**config.mk**
```make
export PLATFORM = sky130hd
export DESIGN_NAME = idecode_flat
export DESIGN_NICKNAME = d
export VERILOG_FILES = /design/src/rtl/idecode_if.sv /design/src/rtl/idecode.sv /design/src/flat_wrapper.sv
export SDC_FILE = /design/constraint.sdc
export NUM_CORES = 1
export LEC_CHECK = 0
export ABC_AREA = 1
export BUFFER_PORTS_ARGS = -buffer_cell sky130_fd_sc_hd__buf_2
export CORE_MARGIN = 2
export CORE_UTILIZATION = 35
export DETAILED_ROUTE_END_ITERATION = 7
export MAX_ROUTING_LAYER = met4
export PLACE_DENSITY_LB_ADDON = 0.05
export SLEW_MARGIN = 25
export SYNTH_ARGS = -nofsm -noshare
export SYNTH_HDL_FRONTEND = slang
export SYNTH_SLANG_ARGS = --single-unit
export TNS_END_PERCENT = 20
```
**constraint.sdc**
```tcl
create_clock -name clk -period 2.52 [get_ports clk]
set_input_delay 0.378 -clock clk [delete_from_list [all_inputs] [get_ports clk]]
set_output_delay 0.378 -clock clk [all_outputs]
set_load 0.005 [all_outputs]
```
**src/rtl/idecode_if.sv**
```systemverilog
// Fetch-to-decode-to-execute signal bundle for the idecode stage.
// The slave modport is the decoder's view. The master modport is the surrounding pipeline's view.
interface idecode_if #(
  parameter int unsigned WORD = 32
);
  logic            v_i;
  logic [WORD-1:0] inst_i;
  logic            stall_o;
  logic            stall_i;
  logic            flush_i;
  logic            v_o;
  logic [5:0]      op_o;
  logic [4:0]      rs_o;
  logic [4:0]      rt_o;
  logic [4:0]      rd_o;
  logic [WORD-1:0] imm_o;
  logic            load_o;
  logic [15:0]     hcnt_o;

  modport slave (
    input  v_i, inst_i, stall_i, flush_i,
    output stall_o, v_o, op_o, rs_o, rt_o, rd_o, imm_o, load_o, hcnt_o
  );

  modport master (
    output v_i, inst_i, stall_i, flush_i,
    input  stall_o, v_o, op_o, rs_o, rt_o, rd_o, imm_o, load_o, hcnt_o
  );
endinterface

```
**src/rtl/idecode.sv**
```systemverilog
// Single-register instruction decode stage.
// It detects load-use hazards, inserts one bubble per hazard and counts the bubbles it inserts.
module idecode #(
  parameter int unsigned WORD = 32
) (
  input  logic     clk,
  input  logic     rst,
  idecode_if.slave bus
);

  localparam logic [5:0] OpLoad = 6'b100011;

  logic            r_v;
  logic [5:0]      r_op;
  logic [4:0]      r_rs;
  logic [4:0]      r_rt;
  logic [4:0]      r_rd;
  logic [WORD-1:0] r_imm;
  logic            r_load;
  logic [15:0]     r_hcnt;

  logic            w_hazard;
  logic            w_accept;
  logic [5:0]      w_op;
  logic [WORD-1:0] w_imm;

  assign w_op  = bus.inst_i[31:26];
  assign w_imm = {{(WORD-16){bus.inst_i[15]}}, bus.inst_i[15:0]};

  // A load into r0 never creates a dependency.
  assign w_hazard = bus.v_i & r_v & r_load & (r_rt != 5'd0) &
                    ((r_rt == bus.inst_i[25:21]) | (r_rt == bus.inst_i[20:16]));
  assign w_accept = ~bus.stall_i | ~r_v;

  always_comb begin
    bus.stall_o = ~bus.flush_i & ((r_v & bus.stall_i) | (w_accept & w_hazard));
  end

  always_ff @(posedge clk or negedge rst) begin
    if (!rst) begin
      r_v    <= 1'b0;
      r_op   <= '0;
      r_rs   <= '0;
      r_rt   <= '0;
      r_rd   <= '0;
      r_imm  <= '0;
      r_load <= 1'b0;
      r_hcnt <= '0;
    end else if (bus.flush_i) begin
      r_v    <= 1'b0;
      r_load <= 1'b0;
    end else if (w_accept) begin
      if (w_hazard) begin
        // Clearing load makes the held consumer go through on the next cycle.
        r_v    <= 1'b0;
        r_load <= 1'b0;
        if (r_hcnt != 16'hFFFF) begin
          r_hcnt <= r_hcnt + 16'd1;
        end
      end else begin
        r_v    <= bus.v_i;
        r_op   <= w_op;
        r_rs   <= bus.inst_i[25:21];
        r_rt   <= bus.inst_i[20:16];
        r_rd   <= bus.inst_i[15:11];
        r_imm  <= w_imm;
        r_load <= (w_op == OpLoad);
      end
    end
  end

  assign bus.v_o    = r_v;
  assign bus.op_o   = r_op;
  assign bus.rs_o   = r_rs;
  assign bus.rt_o   = r_rt;
  assign bus.rd_o   = r_rd;
  assign bus.imm_o  = r_imm;
  assign bus.load_o = r_load;
  assign bus.hcnt_o = r_hcnt;

endmodule
```
**src/flat_wrapper.sv**
```systemverilog
// flat-port wrapper written by rule: the top's interface ports become plain ports
module idecode_flat 
#(
  parameter int unsigned WORD = 32
)
  (clk, rst, bus_v_i, bus_inst_i, bus_stall_i, bus_flush_i, bus_stall_o, bus_v_o, bus_op_o, bus_rs_o, bus_rt_o, bus_rd_o, bus_imm_o, bus_load_o, bus_hcnt_o);
  idecode_if #(.WORD(WORD)) bus_i ();
  input  logic clk;
  input  logic rst;
  input wire logic [$bits(bus_i.v_i)-1:0] bus_v_i;
  input wire logic [$bits(bus_i.inst_i)-1:0] bus_inst_i;
  input wire logic [$bits(bus_i.stall_i)-1:0] bus_stall_i;
  input wire logic [$bits(bus_i.flush_i)-1:0] bus_flush_i;
  output wire logic [$bits(bus_i.stall_o)-1:0] bus_stall_o;
  output wire logic [$bits(bus_i.v_o)-1:0] bus_v_o;
  output wire logic [$bits(bus_i.op_o)-1:0] bus_op_o;
  output wire logic [$bits(bus_i.rs_o)-1:0] bus_rs_o;
  output wire logic [$bits(bus_i.rt_o)-1:0] bus_rt_o;
  output wire logic [$bits(bus_i.rd_o)-1:0] bus_rd_o;
  output wire logic [$bits(bus_i.imm_o)-1:0] bus_imm_o;
  output wire logic [$bits(bus_i.load_o)-1:0] bus_load_o;
  output wire logic [$bits(bus_i.hcnt_o)-1:0] bus_hcnt_o;
  assign bus_i.v_i = bus_v_i;
  assign bus_i.inst_i = bus_inst_i;
  assign bus_i.stall_i = bus_stall_i;
  assign bus_i.flush_i = bus_flush_i;
  assign bus_stall_o = bus_i.stall_o;
  assign bus_v_o = bus_i.v_o;
  assign bus_op_o = bus_i.op_o;
  assign bus_rs_o = bus_i.rs_o;
  assign bus_rt_o = bus_i.rt_o;
  assign bus_rd_o = bus_i.rd_o;
  assign bus_imm_o = bus_i.imm_o;
  assign bus_load_o = bus_i.load_o;
  assign bus_hcnt_o = bus_i.hcnt_o;
  idecode #(.WORD(WORD)) u_core (.clk(clk), .rst(rst), .bus(bus_i));
endmodule
```
# Word-level counts from Yosys, hierarchy flattened
# Cells that the tools add are included.
# Widths: inputs -> output; s select.
dict set report classes {
  bitwise 14
  eq_ne 4
  n_reduce_logical 4
  n_mux 6
  n_addsub 1
}
# op n
set ops {}
lappend ops {{$add 16x1->16 const B} 1}
lappend ops {{$ne 16x16->1 const B} 1}
lappend ops {{$eq 5x5->1} 2}
lappend ops {{$and 1x1->1} 7}
lappend ops {{$eq 6x6->1 const B} 1}
lappend ops {{$mux 1} 6}
lappend ops {{$reduce_bool 5->1} 1}
lappend ops {{$not 1->1} 4}
lappend ops {{$reduce_and 4->1} 1}
lappend ops {{$or 1x1->1} 3}
lappend ops {{$reduce_and 3->1} 1}
lappend ops {{$reduce_bool 2->1} 1}
dict set report word_totals {
  inputBits 37
  ff_bits 55
  word_cells 37
  out_inout_bits 72
}

# Depth between registers and ports, before layout
# Gate-level depths: netlist of run 1.
dict set report logic_depth {
  depth_word 7
  ltp_mapped 11
}

# Worst setup path before layout of run 1
# No wires, ideal clock.
dict set report synth_path {
  path_type {register to output}
  startpoint {reg u_core.r_rt[4] (netlist: u_core.bus.rt_o[4])}
  endpoint {out bus_stall_o}
  path_stages_with_launch 10
  slack_ns 0.860
  n_path_buf 1
  t_arrival_ns 1.282
  path_cell_list {dfrtp_1 inv_2 nand2_1 nand2_1 nor2_1 nand3_1 nand2_4 nand2_4 buf_2 a21oi_1}
}
dict set report synth_between {
  elab_chain_len 6
  elab_cells_between_ends 9
}
# element line
set synth_lines {}
lappend synth_lines {{start, declared} idecode.sv:16} ;# logic [4:0] r_rt;
lappend synth_lines {{start signal, assigned} idecode.sv:64} ;# r_rt <= bus.inst_i[20:16];
lappend synth_lines {{$eq 5x5->1 or $reduce_bool 5->1 (tied branches)} {idecode.sv:32, idecode.sv:31}}
lappend synth_lines {{$or 1x1->1 or $and 1x1->1 (tied branches)} {idecode.sv:32, idecode.sv:31}}
lappend synth_lines {{$and 1x1->1 (*)} idecode.sv:31} ;# assign w_hazard = bus.v_i & r_v & r_load & (r_rt != 5'd0) &
lappend synth_lines {{$and 1x1->1 (*)} idecode.sv:36} ;# bus.stall_o = ~bus.flush_i & ((r_v & bus.stall_i) | (w_accept & w_hazard));
lappend synth_lines {{$or 1x1->1 (*)} idecode.sv:36}
lappend synth_lines {{$and 1x1->1 (*)} idecode.sv:36}
lappend synth_lines {{end, declared} flat_wrapper.sv:14} ;# output wire logic [$bits(bus_i.stall_o)-1:0] bus_stall_o;
# Every way passes the cells marked *; elsewhere a longest branch is shown, timed or not.

# Final worst setup path of run 1
# Ends and elaborated chain as after synthesis.

==> flow_metrics.py, run 1 <==
metrics = {
    "routing": {
        "ant_nets": 0,
        "wl_per_cell_um": 12.3,
        "route.vias.total": 2458,
        "drc_errors": 0,
        "drt-total-wl_mm": 6.72,
        "drt_iter0_markers": 112,
        "drt_first_pass_iters": 4,
        "viasPerCell": 4.49,
    },
    "clock_tree": {
        "clk_latency_ns": 0.31,
        "htree_levels": 2,
        "clk_path_buf_depth": 2,
        "cts_sinks": 50,
        "cts-root-buf": "clkbuf_8",
        "cts_resized": 0,
        "numCtsBuffers": 5,
        "clk_pin_slew_ns": 0.11,
        "cts_tree": "yes",
    },
    "critical_path": {
        "critical_path_peak_fanout": 27,
        "crit_required_ns": 2.14,
        "start_kind": "flop",
        "arrival_ns": 1.92,
        "crit_type": "flop to output port",
        "r2r_start": "u_core.bus.rt_o[4]$_DFFE_PN0P_",
        "critPathLaunch": "u_core.bus.rt_o[4]$_DFFE_PN0P_",
        "cp-end-kind": "output port",
    },
    "power_and_ir_drop": {
        "p_sw_frac": 0.290,
        "leakage_nw": 1.91,
        "ir_drop_v": 0.000186,
        "pwr-share-comb": 0.175,
        "cellPowerDensity_nw_per_um2": 507,
        "clockPowerShare": 0.284,
        "sequentialPowerShare": 0.540,
        "p_int_mw": 1.19,
        "p_switching_mw": 0.486,
        "power.total_mw": 1.68,
    },
    "floorplanning": {
        "core-area_um2": 7690,
        "die_w_um": 92.6,
        "start_util": 0.358,
        "num_rows": 32,
        "dieArea_um2": 8580,
        "fp.dieH_um": 92.6,
        "io_pins": 109,
    },
    "sta": {
        "drv_slew": 0,
        "period_needed_ns": 2.29,
        "post-route-period-util": 0.910,
        "fin_ws_ns": 0.226,
        "hold_viol": 0,
        "worst_slew_pin_slew_ns": 0.445,
        "fin_hold_ws_ns": 0.292,
        "finalClockSkew_ns": 0.0130,
        "rsz0062_at_grt": "false",
        "slew_headroom": 0.703,
        "setup_viol": 0,
        "fmax_mhz": 436,
        "tns_ns": 0,
    },
    "outcome": {
        "status": "finished, final reports clean",
    },
    "logic_synthesis": {
        "seq_area_frac_synth": 0.455,
        "synth-seq-cells": 50,
        "synthesis.area_um2": 2750,
        "ys_types": 25,
        "syn_nets": 394,
        "synth_cells": 356,
        "syn_area_per_cell_um2": 7.73,
        "synth_area_leaders": "dfrtp_1 45%, nand2_1 20%, nand3_1 5.8%, buf_4 5.7%, inv_1 3.4%",
        "ys_warn_count": 0,
        "synth_top_cell_area_share": 0.455,
        "yosysTopAreaCell": "dfrtp_1",
    },
    "worst_hold_path": {
        "hold_path_class": "input port to flop",
        "worstHoldStart": "bus_inst_i[13]",
    },
    "cells_and_area": {
        "area_growth_pct": 20.3,
        "stdcell_area_um2": 3310,
        "finalNonFillerCells": 548,
        "fin_util": 0.431,
        "drive_gt1_frac": 0.294,
        "num_antenna_cells": 0,
        "fin_nets": 483,
    },
    "placement": {
        "place_ws_ns": 0.491,
        "dp_hpwl_mm": 4.94,
        "dp_cells": 539,
        "gp_congestion": 0.788,
        "port_buffers": 108,
        "post_dp_cell_area_um2": 3210,
    },
    "run": {
        "max_cap_viol_count": 0,
    },
    "global_routing": {
        "track_usage": 0.162,
        "grt_max_degree": 42,
        "antenna_found_initial": 0,
        "grt_pass1_wl_mm": 10.8,
        "grt-ovfl-total": 0,
        "grt_pass1_vias": 2109,
    },
}
repair_timing:
item | in CTS | in global routing
buffers inserted | 0 | 0
hold buffers | 1 | 0
endpoints found under the setup margin | 0 | 0
hold endpoints to repair | 14 | 0
cell families (layout without fill, tap and decap cells):
| logic type | count (synthesis) | count (layout) | synth area share |
|---|---|---|---|
| DFF | 50 | 50 | 0.455 |
| AOI/OAI and AO/OA | 12 | 12 | 0.0227 |
| and+or+nand+nor | 221 | 221 | 0.351 |
| adders and majority gates | 1 | 1 | 0.00455 |
| xor gates and xnor gates | 14 | 14 | 0.0446 |
| buffers and inverters | 58 | 148 | 0.122 |
synth_stat cells, drive strengths merged:
master  number
buf         30
xor2         5
nor2        27
o21bai       1
nand4        8
xnor2        9
inv         28
a21oi        2
o21ai        9
nand2      149
nor4         1
ha           1
nand3       33
nor3         3
dfrtp       50
sequential cells by signal, indices dropped and copies added (netlist names):
name / cells
u_core.bus.hcnt_o: 16
u_core.bus.imm_o: 16
u_core.bus.load_o: 1
u_core.bus.op_o: 6
u_core.bus.rs_o: 5
u_core.bus.rt_o: 5
u_core.bus.v_o: 1
layout make-up:
type                    instances  area, µm²
fillers                       878       4380
flip-flops and latches         50       1250
multi-input cells             248       1160
repair buffers                112        573
well taps                     102        128
inverters                      28        105
clock buffers                   5       68.8
clock inverters                 3       21.3
power by group through the flow:
| stage | Clock (mW) | Combinational [mW] | Sequential [mW] |
|---|---|---|---|
| after global placement | 0 | 0.298 | 0.922 |
| after floorplan | 0 | 0.181 | 0.926 |
| after global routing | 0.536 | 0.337 | 0.916 |
| final | 0.477 | 0.294 | 0.906 |
| after detailed placement | 0 | 0.300 | 0.923 |
| after CTS | 0.505 | 0.302 | 0.907 |
cell usage in the layout, fill, tap and decap left out, types with 5 or more instances in the layout:
cell type,synthesis,routed
buf_2,2,108
clkbuf_8,0,5
dfrtp_1,50,50
inv_1,25,25
nand2_1,146,146
nand3_1,32,32
nand4_1,7,7
nor2_1,23,23
o21ai_1,8,8
xnor2_1,9,9
xor2_1,5,5
critical path, stage by stage (launching register included):
cell     delay (ns)
dfrtp_1        0.46
inv_2          0.05
nand2_1        0.05
nand2_1        0.05
nor2_1         0.13
nand3_1        0.13
nand2_4        0.12
nand2_4        0.20
a21oi_1        0.26
buf_2          0.15
routing by layer:
metal	global-route usage	part of all wire
met3	0.0334	0.061
met5	-	0
met2	0.241	0.46
met4	0.0331	0.0043
met1	0.230	0.48
worst paths after layout:
path                       cells past startpoint  slack [ns]                          endpoint
min                                            3        0.29  u_core.bus.imm_o[13]$_DFFE_PN0P_
min reg2reg                                    2        0.47    u_core.bus.op_o[1]$_DFFE_PN0P_
min in group asynchronous                      2        0.50    u_core.bus.op_o[4]$_DFFE_PN0P_
max                                            9        0.23                       bus_stall_o
max in group asynchronous                      3        1.40  u_core.bus.hcnt_o[4]$_DFFE_PN0P_
max reg2reg                                    9        0.63    u_core.bus.rt_o[2]$_DFFE_PN0P_
No activity file was read; power rests on OpenSTA's default activity.
==> run 2: changes to the inputs <==
CORE_ASPECT_RATIO = 1.75   (was not set)
==> flow_metrics.py, run 2 (same netlist as run 1, synthesis figures left out) <==
metrics = {
    "routing": {
        "wl_per_cell_um": 13.0,
        "viasPerCell": 4.66,
        "drt_first_pass_iters": 4,
        "drc_errors": 0,
        "drt-total-wl_mm": 6.94,
        "route.vias.total": 2478,
        "drt_iter0_markers": 123,
        "ant_nets": 0,
    },
    "critical_path": {
        "crit_type": "flop to output port",
        "crit_chain": "inv_2 > nand2_1 > nand2_1 > nor2_1 > nand3_1 > nand2_4 > nand2_4 > a21oi_1 > buf_2",
        "cp-end-kind": "output port",
        "cpMaxStageDelayCell": "dfrtp_1",
        "arrival_ns": 1.78,
        "reg2reg_depth": 9,
        "start_kind": "flop",
        "cp_top_family": "simple AND/OR/NAND/NOR gates",
        "crit_required_ns": 2.14,
        "path_depth": 9,
        "max_stage_delay_ns": 0.46,
        "worst-path-buf-inv": 2,
        "critical_path_peak_fanout": 27,
    },
    "sta": {
        "tns_ns": 0,
        "rsz0062_at_grt": "false",
        "setup_viol": 0,
        "finalClockSkew_ns": 0.00939,
        "drv_slew": 0,
        "hold_viol": 0,
        "worst_slew_pin_slew_ns": 0.492,
        "slew_headroom": 0.672,
        "period_needed_ns": 2.16,
        "post-route-period-util": 0.856,
        "fmax_mhz": 463,
    },
    "power_and_ir_drop": {
        "ir_drop_v": 0.000327,
        "p_sw_frac": 0.263,
        "leakage_nw": 1.94,
        "pwr-share-comb": 0.145,
        "clockPowerShare": 0.399,
        "sequentialPowerShare": 0.456,
        "p_int_mw": 1.47,
        "cellPowerDensity_nw_per_um2": 594,
        "p_switching_mw": 0.526,
    },
    "floorplanning": {
        "dieArea_um2": 8610,
        "core-area_um2": 7620,
        "start_util": 0.361,
        "io_pins": 109,
        "num_rows": 42,
        "fp.dieH_um": 121,
        "die_w_um": 71.0,
    },
    "clock_tree": {
        "clk_latency_ns": 0.30,
        "cts_resized": 0,
        "htree_levels": 2,
        "cts_tree": "yes",
        "clk_pin_slew_ns": 0.07,
        "postCtsSetupRepairBufs": 0,
        "numCtsBuffers": 5,
        "clk_path_buf_depth": 2,
        "cts_sinks": 50,
        "cts-root-buf": "clkbuf_16",
        "hold_buffers": 0,
    },
    "cells_and_area": {
        "n_fill_cell": 798,
        "regArea_um2": 1250,
        "final_cell_mix": "146 x nand2_1, 108 x buf_2, 50 x dfrtp_1",
        "finalNonFillerCells": 532,
        "fin_nets": 481,
        "area_growth_pct": 22.1,
        "num_antenna_cells": 0,
        "multiInputGateArea_um2": 1160,
        "mostFrequentLayoutCell": "nand2_1",
        "stdcell_area_um2": 3360,
        "drive_gt1_frac": 0.293,
    },
    "global_routing": {
        "grt-ovfl-total": 0,
        "antenna_found_initial": 0,
        "grt_max_degree": 42,
        "grt_pass1_wl_mm": 11.5,
        "track_usage": 0.174,
        "grt_pass1_vias": 2399,
    },
    "worst_hold_path": {
        "hold_path_class": "input port to async pin",
    },
    "outcome": {
        "status": "finished, final reports clean",
    },
    "run": {
        "max_cap_viol_count": 0,
    },
    "placement": {
        "port_buffers": 108,
        "dp_hpwl_mm": 5.30,
        "gp_congestion": 0.878,
        "post_dp_cell_area_um2": 3180,
        "dp_cells": 524,
    },
}
## run 2: worst paths after layout
kind | startpoint | to | slack, ns
max in group asynchronous | rst | u_core.bus.hcnt_o[4]$_DFFE_PN0P_ | 1.69
hold / removal | rst | u_core.bus.hcnt_o[15]$_DFFE_PN0P_ | 0.04
setup reg to reg | u_core.bus.rt_o[4]$_DFFE_PN0P_ | u_core.bus.rt_o[2]$_DFFE_PN0P_ | 0.68
min in group clk | bus_inst_i[2] | u_core.bus.imm_o[2]$_DFFE_PN0P_ | 0.30
setup / recovery | u_core.bus.rt_o[4]$_DFFE_PN0P_ | bus_stall_o | 0.36
hold reg to reg | u_core.bus.op_o[2]$_DFFE_PN0P_ | u_core.bus.op_o[2]$_DFFE_PN0P_ | 0.47
## run 2: stage by stage
| stage | util | hold WS (ns) | setup WS, ns | power [mW] |
|---|---|---|---|---|
| final | 0.441 | 0.0413 | 0.362 | 2.00 |
| after detailed placement | 0.418 | 0.368 | 0.621 | 1.22 |
| after CTS | 0.441 | 0.0456 | 0.308 | 2.04 |
| after global placement | 0.418 | 0.366 | 0.613 | 1.22 |
| after global routing | 0.441 | 0.0701 | 0.188 | 2.11 |
| after floorplan | - | 0.0824 | 0.860 | 1.11 |
## run 2: power by group through the flow
stage / combinational (mW) / sequential [mW] / clock [mW]
3_5_place_dp: 0.297 / 0.926 / 0
5_1_grt: 0.331 / 0.919 / 0.860
2_1_floorplan: 0.181 / 0.926 / 0
3_3_place_gp: 0.297 / 0.924 / 0
6_report: 0.290 / 0.909 / 0.797
4_1_cts: 0.297 / 0.910 / 0.829
## run 2: area by class of cell
type                            instances  share of cell area
Inverter                               28              0.0313
Clock inverter                          3              0.0145
Sequential cell                        50               0.373
Multi-Input combinational cell        248               0.346
Clock buffer                            5              0.0373
Tap cell                               88              0.0328
Timing Repair Buffer                  110               0.165
## run 2: layer usage
layer	global-route usage	wire, µm
met5	-	0
met4	0.0672	123
met3	0.0291	308
met2	0.313	3740
met1	0.189	2770
==> run 3: changes to the inputs <==
BUFFER_PORTS_ARGS = not set   (was -buffer_cell sky130_fd_sc_hd__buf_2)
DONT_BUFFER_PORTS = 1   (was not set)
==> flow_metrics.py, run 3 (same netlist as run 1, synthesis figures left out) <==
metrics = {
    "sta": {
        "worst_slew_pin_slew_ns": 0.872,
        "finalClockSkew_ns": 0.00582,
        "slew_headroom": 0.419,
        "fin_ws_ns": 0.375,
        "post-route-period-util": 0.851,
        "tns_ns": 0,
        "drv_slew": 0,
        "fin_hold_ws_ns": 0.140,
        "fmax_mhz": 466,
        "setup_viol": 0,
        "period_needed_ns": 2.15,
        "hold_viol": 0,
        "rsz0062_at_grt": "false",
    },
    "cells_and_area": {
        "finalNonFillerCells": 425,
        "drive_gt1_frac": 0.0653,
        "mostFrequentLayoutCell": "nand2_1",
        "fin_nets": 374,
        "area_growth_pct": 2.91,
        "final_cell_mix": "146 x nand2_1, 50 x dfrtp_1, 32 x nand3_1",
        "num_antenna_cells": 0,
    },
    "clock_tree": {
        "numCtsBuffers": 5,
        "cts_tree": "yes",
        "clk_path_buf_depth": 2,
        "clk_pin_slew_ns": 0.07,
        "clk_latency_ns": 0.29,
        "postCtsSetupRepairBufs": 0,
        "cts_sinks": 50,
        "htree_levels": 2,
        "cts-root-buf": "clkbuf_16",
    },
    "routing": {
        "drt_first_pass_iters": 4,
        "ant_nets": 0,
        "viasPerCell": 4.94,
        "wl_per_cell_um": 16.3,
        "drt_iter0_markers": 68,
        "drt-total-wl_mm": 6.92,
        "drc_errors": 0,
        "route.vias.total": 2098,
    },
    "floorplanning": {
        "start_util": 0.361,
        "io_pins": 109,
        "die_w_um": 71.0,
        "fp.dieH_um": 121,
        "dieArea_um2": 8610,
        "core-area_um2": 7620,
        "num_rows": 42,
    },
    "worst_hold_path": {
        "hold_path_class": "input port to flop",
    },
    "global_routing": {
        "grt_pass1_vias": 2202,
        "grtUsageMet2": 0.317,
        "track_usage": 0.176,
        "grt_pass1_wl_mm": 11.4,
        "antenna_found_initial": 0,
        "grt_max_degree": 51,
        "top_usage_layer": "met2",
        "met3_usage": 0.0523,
        "grt-ovfl-total": 0,
        "met1_usage": 0.170,
    },
    "critical_path": {
        "cp-end-kind": "output port",
        "start_kind": "flop",
        "crit_type": "flop to output port",
        "critical_path_peak_fanout": 27,
        "arrival_ns": 1.77,
        "crit_required_ns": 2.14,
    },
    "power_and_ir_drop": {
        "p_switching_mw": 0.484,
        "ir_drop_v": 0.000360,
        "p_int_mw": 1.32,
        "p_sw_frac": 0.269,
        "pwr-share-comb": 0.087,
        "clockPowerShare": 0.393,
        "leakage_nw": 1.47,
        "cellPowerDensity_nw_per_um2": 636,
        "sequentialPowerShare": 0.519,
    },
    "run": {
        "max_cap_viol_count": 0,
    },
    "placement": {
        "dp_hpwl_mm": 4.99,
        "dp_cells": 415,
        "port_buffers": 0,
        "place_ws_ns": 0.521,
        "gp_congestion": 0.814,
    },
    "outcome": {
        "status": "finished, final reports clean",
    },
}
run 3: worst max-delay path: stages (launching register included):
cell and delay (ns):
dfrtp_1 0.45, inv_1 0.11, nand2_1 0.06, nand2_1 0.04, nor2_1 0.10, nand3_1 0.14, nand2_4 0.13, nand2_4 0.21
a21oi_1 0.23
run 3: final timing paths:
| check | start | endpoint | slack (ns) | cells past startpoint |
|---|---|---|---|---|
| setup / recovery | u_core.bus.rt_o[3]$_DFFE_PN0P_ | bus_stall_o | 0.37 | 8 |
| hold / removal | bus_flush_i | u_core.bus.v_o$_DFFE_PN0P_ | 0.14 | 1 |
| setup reg to reg | u_core.bus.rt_o[3]$_DFFE_PN0P_ | u_core.bus.rs_o[3]$_DFFE_PN0P_ | 0.59 | 10 |
| hold reg to reg | u_core.bus.imm_o[8]$_DFFE_PN0P_ | u_core.bus.imm_o[8]$_DFFE_PN0P_ | 0.50 | 2 |
| max in group asynchronous | rst | u_core.bus.load_o$_DFFE_PN0P_ | 1.68 | 2 |
| min in group asynchronous | rst | u_core.bus.op_o[5]$_DFFE_PN0P_ | 0.61 | 2 |
run 3: final cells by class:
class,count,area [µm²]
Tap cell,88,110
Multi-Input combinational cell,248,1160
Inverter,28,105
Clock buffer,6,139
Clock inverter,2,17.5
Sequential cell,50,1250
Fill cell,801,4790
Timing Repair Buffer,3,45.0
run 3: timing repair:
action                    4_1_cts  5_1_grt
hold endpoints to repair       50        0
gates resized for setup         0        0
hold buffers                    2        0
run 3: stage by stage:
step / cell area [µm²] / total power, mW / util
after floorplan: 2750 / 1.11 / -
after global placement: 2640 / 1.09 / 0.346
after detailed placement: 2640 / 1.09 / 0.346
after CTS: 2830 / 1.84 / 0.371
after global routing: 2830 / 1.90 / 0.371
final: 2830 / 1.80 / 0.371
run 3: metal layers:
metal	share of wire	wire length, µm
met2	0.55	3830
met5	0	0
met1	0.35	2430
met3	0.066	457
met4	0.029	204
run 3: power groups by stage:
stage                     logic [mW]  registers (mW)  clock network [mW]
final                          0.157           0.935               0.709
after global routing           0.187           0.949               0.765
after CTS                      0.163           0.938               0.741
after detailed placement       0.138           0.954                   0
after global placement         0.135           0.953                   0
after floorplan                0.181           0.926                   0
